`config.mk`:
```
export PLATFORM = sky130hd
export DESIGN_NAME = sbox_inv_step1_masked
export DESIGN_NICKNAME = d
export VERILOG_FILES = /design/src/rtl/sbox_inv_step1_masked.sv
export SDC_FILE = /design/constraint.sdc
export NUM_CORES = 1
export LEC_CHECK = 0
export CORE_MARGIN = 3
export CORE_UTILIZATION = 49
export DETAILED_ROUTE_END_ITERATION = 8
export PLACE_DENSITY_LB_ADDON = 0.15
export SETUP_SLACK_MARGIN = 0.2
export SLEW_MARGIN = 20
export SYNTH_ARGS = -nofsm -noshare
export SYNTH_HDL_FRONTEND = slang
export SYNTH_SLANG_ARGS = --single-unit
```
`constraint.sdc`:
```
create_clock -name clk -period 1.42 [get_ports clk]
set_input_delay 0.284 -clock clk [delete_from_list [all_inputs] [get_ports clk]]
set_output_delay 0.284 -clock clk [all_outputs]
set_load 0.02 [all_outputs]
```
`src/rtl/sbox_inv_step1_masked.sv`:
```
`default_nettype none
// ============================================================================
// Module   : sbox_inv_step1_masked
// Brief    : 2-share masked AES inverse-affine input stage with remask and
//            elastic valid/ready pipeline feeding the masked inversion gadget.
// Revision : 1.0
// ============================================================================
module sbox_inv_step1_masked #(
    parameter int STAGES = 2,
    parameter int CNT_W  = 16
) (
    input  logic             clk,
    input  logic             rst_n,
    input  logic [7:0]       in0,
    input  logic [7:0]       in1,
    input  logic             in_valid,
    output logic             in_ready,
    input  logic [7:0]       r,
    output logic [7:0]       out0,
    output logic [7:0]       out1,
    output logic             out_valid,
    input  logic             out_ready,
    output logic [CNT_W-1:0] acc_cnt
);

    localparam logic [7:0] C_INV_AFF = 8'h05;

    logic [7:0]             w_lin0;
    logic [7:0]             w_lin1;
    logic [STAGES-1:0]      r_v;
    logic [STAGES-1:0][7:0] r_s0;
    logic [STAGES-1:0][7:0] r_s1;
    logic [STAGES-1:0]      w_ready;
    logic [STAGES-1:0]      w_vin;
    logic [STAGES-1:0][7:0] w_din0;
    logic [STAGES-1:0][7:0] w_din1;
    logic [CNT_W-1:0]       r_cnt;

    // Linear part of InvAffine, one independent cone per share.
    for (genvar i = 0; i < 8; i++) begin : g_lin
        assign w_lin0[i] = in0[(i + 2) % 8] ^ in0[(i + 5) % 8] ^ in0[(i + 7) % 8];
        assign w_lin1[i] = in1[(i + 2) % 8] ^ in1[(i + 5) % 8] ^ in1[(i + 7) % 8];
    end

    // A stage can take data if it or any stage downstream has a hole.
    for (genvar k = 0; k < STAGES; k++) begin : g_ready
        assign w_ready[k] = out_ready | ~(&r_v[STAGES-1:k]);
    end

    always_comb begin
        w_vin     = '0;
        w_din0    = '0;
        w_din1    = '0;
        w_vin[0]  = in_valid;
        w_din0[0] = w_lin0 ^ C_INV_AFF ^ r;
        w_din1[0] = w_lin1 ^ r;
        for (int k = 1; k < STAGES; k++) begin
            w_vin[k]  = r_v[k-1];
            w_din0[k] = r_s0[k-1];
            w_din1[k] = r_s1[k-1];
        end
    end

    always_ff @(posedge clk or negedge rst_n) begin
        if (!rst_n) begin
            r_v  <= '0;
            r_s0 <= '0;
            r_s1 <= '0;
        end else begin
            for (int k = 0; k < STAGES; k++) begin
                if (w_ready[k]) begin
                    r_v[k] <= w_vin[k];
                end
                // Share registers toggle only on a real transfer.
                if (w_ready[k] && w_vin[k]) begin
                    r_s0[k] <= w_din0[k];
                    r_s1[k] <= w_din1[k];
                end
            end
        end
    end

    always_ff @(posedge clk or negedge rst_n) begin
        if (!rst_n) begin
            r_cnt <= '0;
        end else if (in_valid && w_ready[0]) begin
            r_cnt <= r_cnt + CNT_W'(1);
        end
    end

    assign in_ready  = w_ready[0];
    assign out_valid = r_v[STAGES-1];
    assign out0      = r_s0[STAGES-1];
    assign out1      = r_s1[STAGES-1];
    assign acc_cnt   = r_cnt;

endmodule
`default_nettype wire

```
==> out/results.ini <==
[outcome]
status = finished, final reports clean

[synthesis]
syn_area_mm2 = 0.00245
ys_warn_count = 0
synth_cell_types = 25
synthCells = 213
syn_avg_cell_area_um2 = 11.5
synth_top_family_by_area = XOR/XNOR gates
synth_compound_area_share_pct = 3.27
yosys.area_share.simple_pct = 12.1
ys_ff_latch = 50
synthMuxAreaShare_pct = 7.36
synthXorXnorAreaFrac_pct = 19.7
synth_nets = 242
ys_seq_area_share_pct = 51.1
synthAdderAreaFrac_pct = 0.511

[grt]
use_met1_pct = 18.6
grt_pass1_wl_mm = 7.83
first_global_vias = 1743
grt_max_degree = 34
grt_usage_pct = 16.8
busiest_layer = met2
use_met3_pct = 4.58
overflow = 0
antenna_found_initial = 0
use_met2_pct = 30.7

[setup_path]
rrSetupSlack_ns = 0.11
worstPathArrival_ns = 1.54
max_stage_delay_ns = 0.45
required_ns = 1.65
path_buf_inv = 1
slowest_stage = dfrtp_2
crit_path_start_kind = register
critPathKind = register to register
end_kind = register
critical-path-top-delay-family = simple AND/OR/NAND/NOR gates
critPathMaxFanout = 7
path_cells = nand3b_4 -> buf_6 -> nand4_4 -> nor3_2 -> xor2_1

[detailed_routing]
wl_per_cell_um = 14.0
drtPass1Iterations = 4
routed_wl_mm = 4.91
drc = 0
route.antenna.remaining_nets = 0
vias_per_cell = 4.78
drt-initial-drc-count = 28
vias = 1677

[cts]
cts_tree = done
clkTransAtPathRegs_ns = 0.09
cts.sinks = 50
cts-root-buf = clkbuf_8
h-tree-depth = 2
numCtsBuffers = 5
clockBufferDepth = 2
clkLatencyLatePin_ns = 0.31

[sta]
worstMarginPinSlew_ns = 0.421
fin_setup_tns_ns = 0
post-route-period-util_pct = 92.0
fin_crit_ns = 1.31
slew_headroom_pct = 71.9
setup-violations-final = 0
rsz0062_at_grt = true
timing.fmax_mhz = 766
maxSlewViolCount = 0
hold_violations = 0
clock-skew-final_ns = 0.00433

[placement]
dpl.cell_count = 332
dpl_cell_area_mm2 = 0.00318
io_buffers = 61
globalplace.congestion = 0.789
dp_hpwl_mm = 3.41

[power_and_ir_drop]
finalPower_mw = 4.88
peakVddDrop_mv = 0.868
power_density_mw_per_mm2 = 1440
p_leak_nw = 1.55

[run]
cap_viol_max_count = 0

[hold_path]
min_path_type = input port to asynchronous set/reset pin

[floorplan]
start_util_pct = 51.2
fp.coreArea_mm2 = 0.00479
ios = 62
row_count = 25
die_h_um = 76.7
dieArea_mm2 = 0.00588
die_x_um = 76.7

[final_layout]
layout_commonest_cell = dfrtp_1
mostFrequentLayoutCells = 38 x dfrtp_1, 31 x buf_2, 28 x xor2_1
fin_area_mm2 = 0.00339
fin_nets = 312
layout-drive-gt1-share_pct = 39.1
antenna_cells = 0
synthToLayoutAreaGrowth_pct = 38.3
num-fill-cells = 370
final_cell_count_no_fill = 351
final_core_util_pct = 70.7

==> repair_timing <==
action / CTS / global route
endpoints found under the setup margin: 80 / 52
hold endpoints to repair: 17 / 0
hold buffers: 1 / 0
resized for setup: 145 / 19
buffers inserted: 4 / 2
pin swaps: 9 / 2
cloned: 0 / 4
==> cell usage after synthesis <==
library cell / number / share of area [%]
nand2b_1: 3 / 0.77
xnor2_1: 27 / 9.7
clkbuf_1: 1 / 0.15
mux2_2: 16 / 7.4
nand4_1: 3 / 0.77
inv_1: 2 / 0.31
and3_4: 1 / 0.46
nor3_1: 5 / 1.0
nand2_2: 1 / 0.26
nand3_1: 4 / 0.82
nor2_1: 2 / 0.31
nor3_2: 1 / 0.41
nand2_1: 25 / 3.8
nor4_4: 1 / 0.87
nand3b_2: 1 / 0.46
nand4_4: 1 / 0.87
o21ai_0: 16 / 3.3
nor4_1: 1 / 0.26
and3_1: 3 / 0.77
dfrtp_1: 50 / 51
ha_1: 1 / 0.51
xor2_1: 28 / 10
buf_2: 3 / 0.61
buf_4: 16 / 4.9
and2_1: 1 / 0.26
==> layout make-up <==
cell class	count	area (um^2)	share of cell area, %
clock buffer	6	82.6	2.44
inverter	2	7.51	0.222
multi-input combinational	141	1170	34.5
sequential	50	1270	37.4
timing repair buffer	83	717	21.2
clock inverter	2	60.1	1.77
tap	67	83.8	2.48
==> worst reg2reg max path, cell delays in order (launching register included) <==
cell and delay, ns:
dfrtp_2 0.45, nand3b_4 0.09, buf_6 0.12, nand4_4 0.17, nor3_2 0.25, xor2_1 0.16
==> stage by stage <==
step,hold slack (ns),worst slack [ns]
final,0.439,0.114
after global routing,0.475,0.0305
after CTS,0.450,0.122
after detailed placement,0.247,-0.343
after global placement,0.245,-0.336
after floorplan,-0.0116,0.156
==> routing by layer <==
layer | up-vias | routed length (um)
li1 | 824 | -
met1 | 800 | 1990
met2 | 45 | 2610
met3 | 8 | 228
met4 | 0 | 84
met5 | - | 0
==> registers in the layout (all words and copies together) (netlist names) <==
register / cells
r_s0: 8
r_v: 2
out1: 8
out0: 8
acc_cnt: 16
r_s1: 8
==> worst paths after layout <==
path                       cells past startpoint           to         from
max                                            5  acc_cnt[13]       r_v[1]
min                                            2      out0[1]        rst_n
max reg2reg                                    5  acc_cnt[13]       r_v[1]
min reg2reg                                    1  acc_cnt[15]  acc_cnt[15]
max in group asynchronous                      3       r_v[1]        rst_n
min in group clk                               1  acc_cnt[15]  acc_cnt[15]
==> report_power, final <==
| group | switching [mW] | total, mW | internal [mW] |
|---|---|---|---|
| Sequential | 0.259 | 2.04 | 1.78 |
| Clock | 0.469 | 1.22 | 0.751 |
| Combinational | 0.851 | 1.61 | 0.762 |
==> logic make-up after synthesis <==
kind of cell | count (synthesis)
adders and majority gates | 1
xor gates and xnor gates | 55
muxes | 16
and+or+nand+nor | 53
buffers and inverters | 22
AOI/OAI and AO/OA | 16
DFF | 50
No activity file was read; power rests on OpenSTA's default activity.
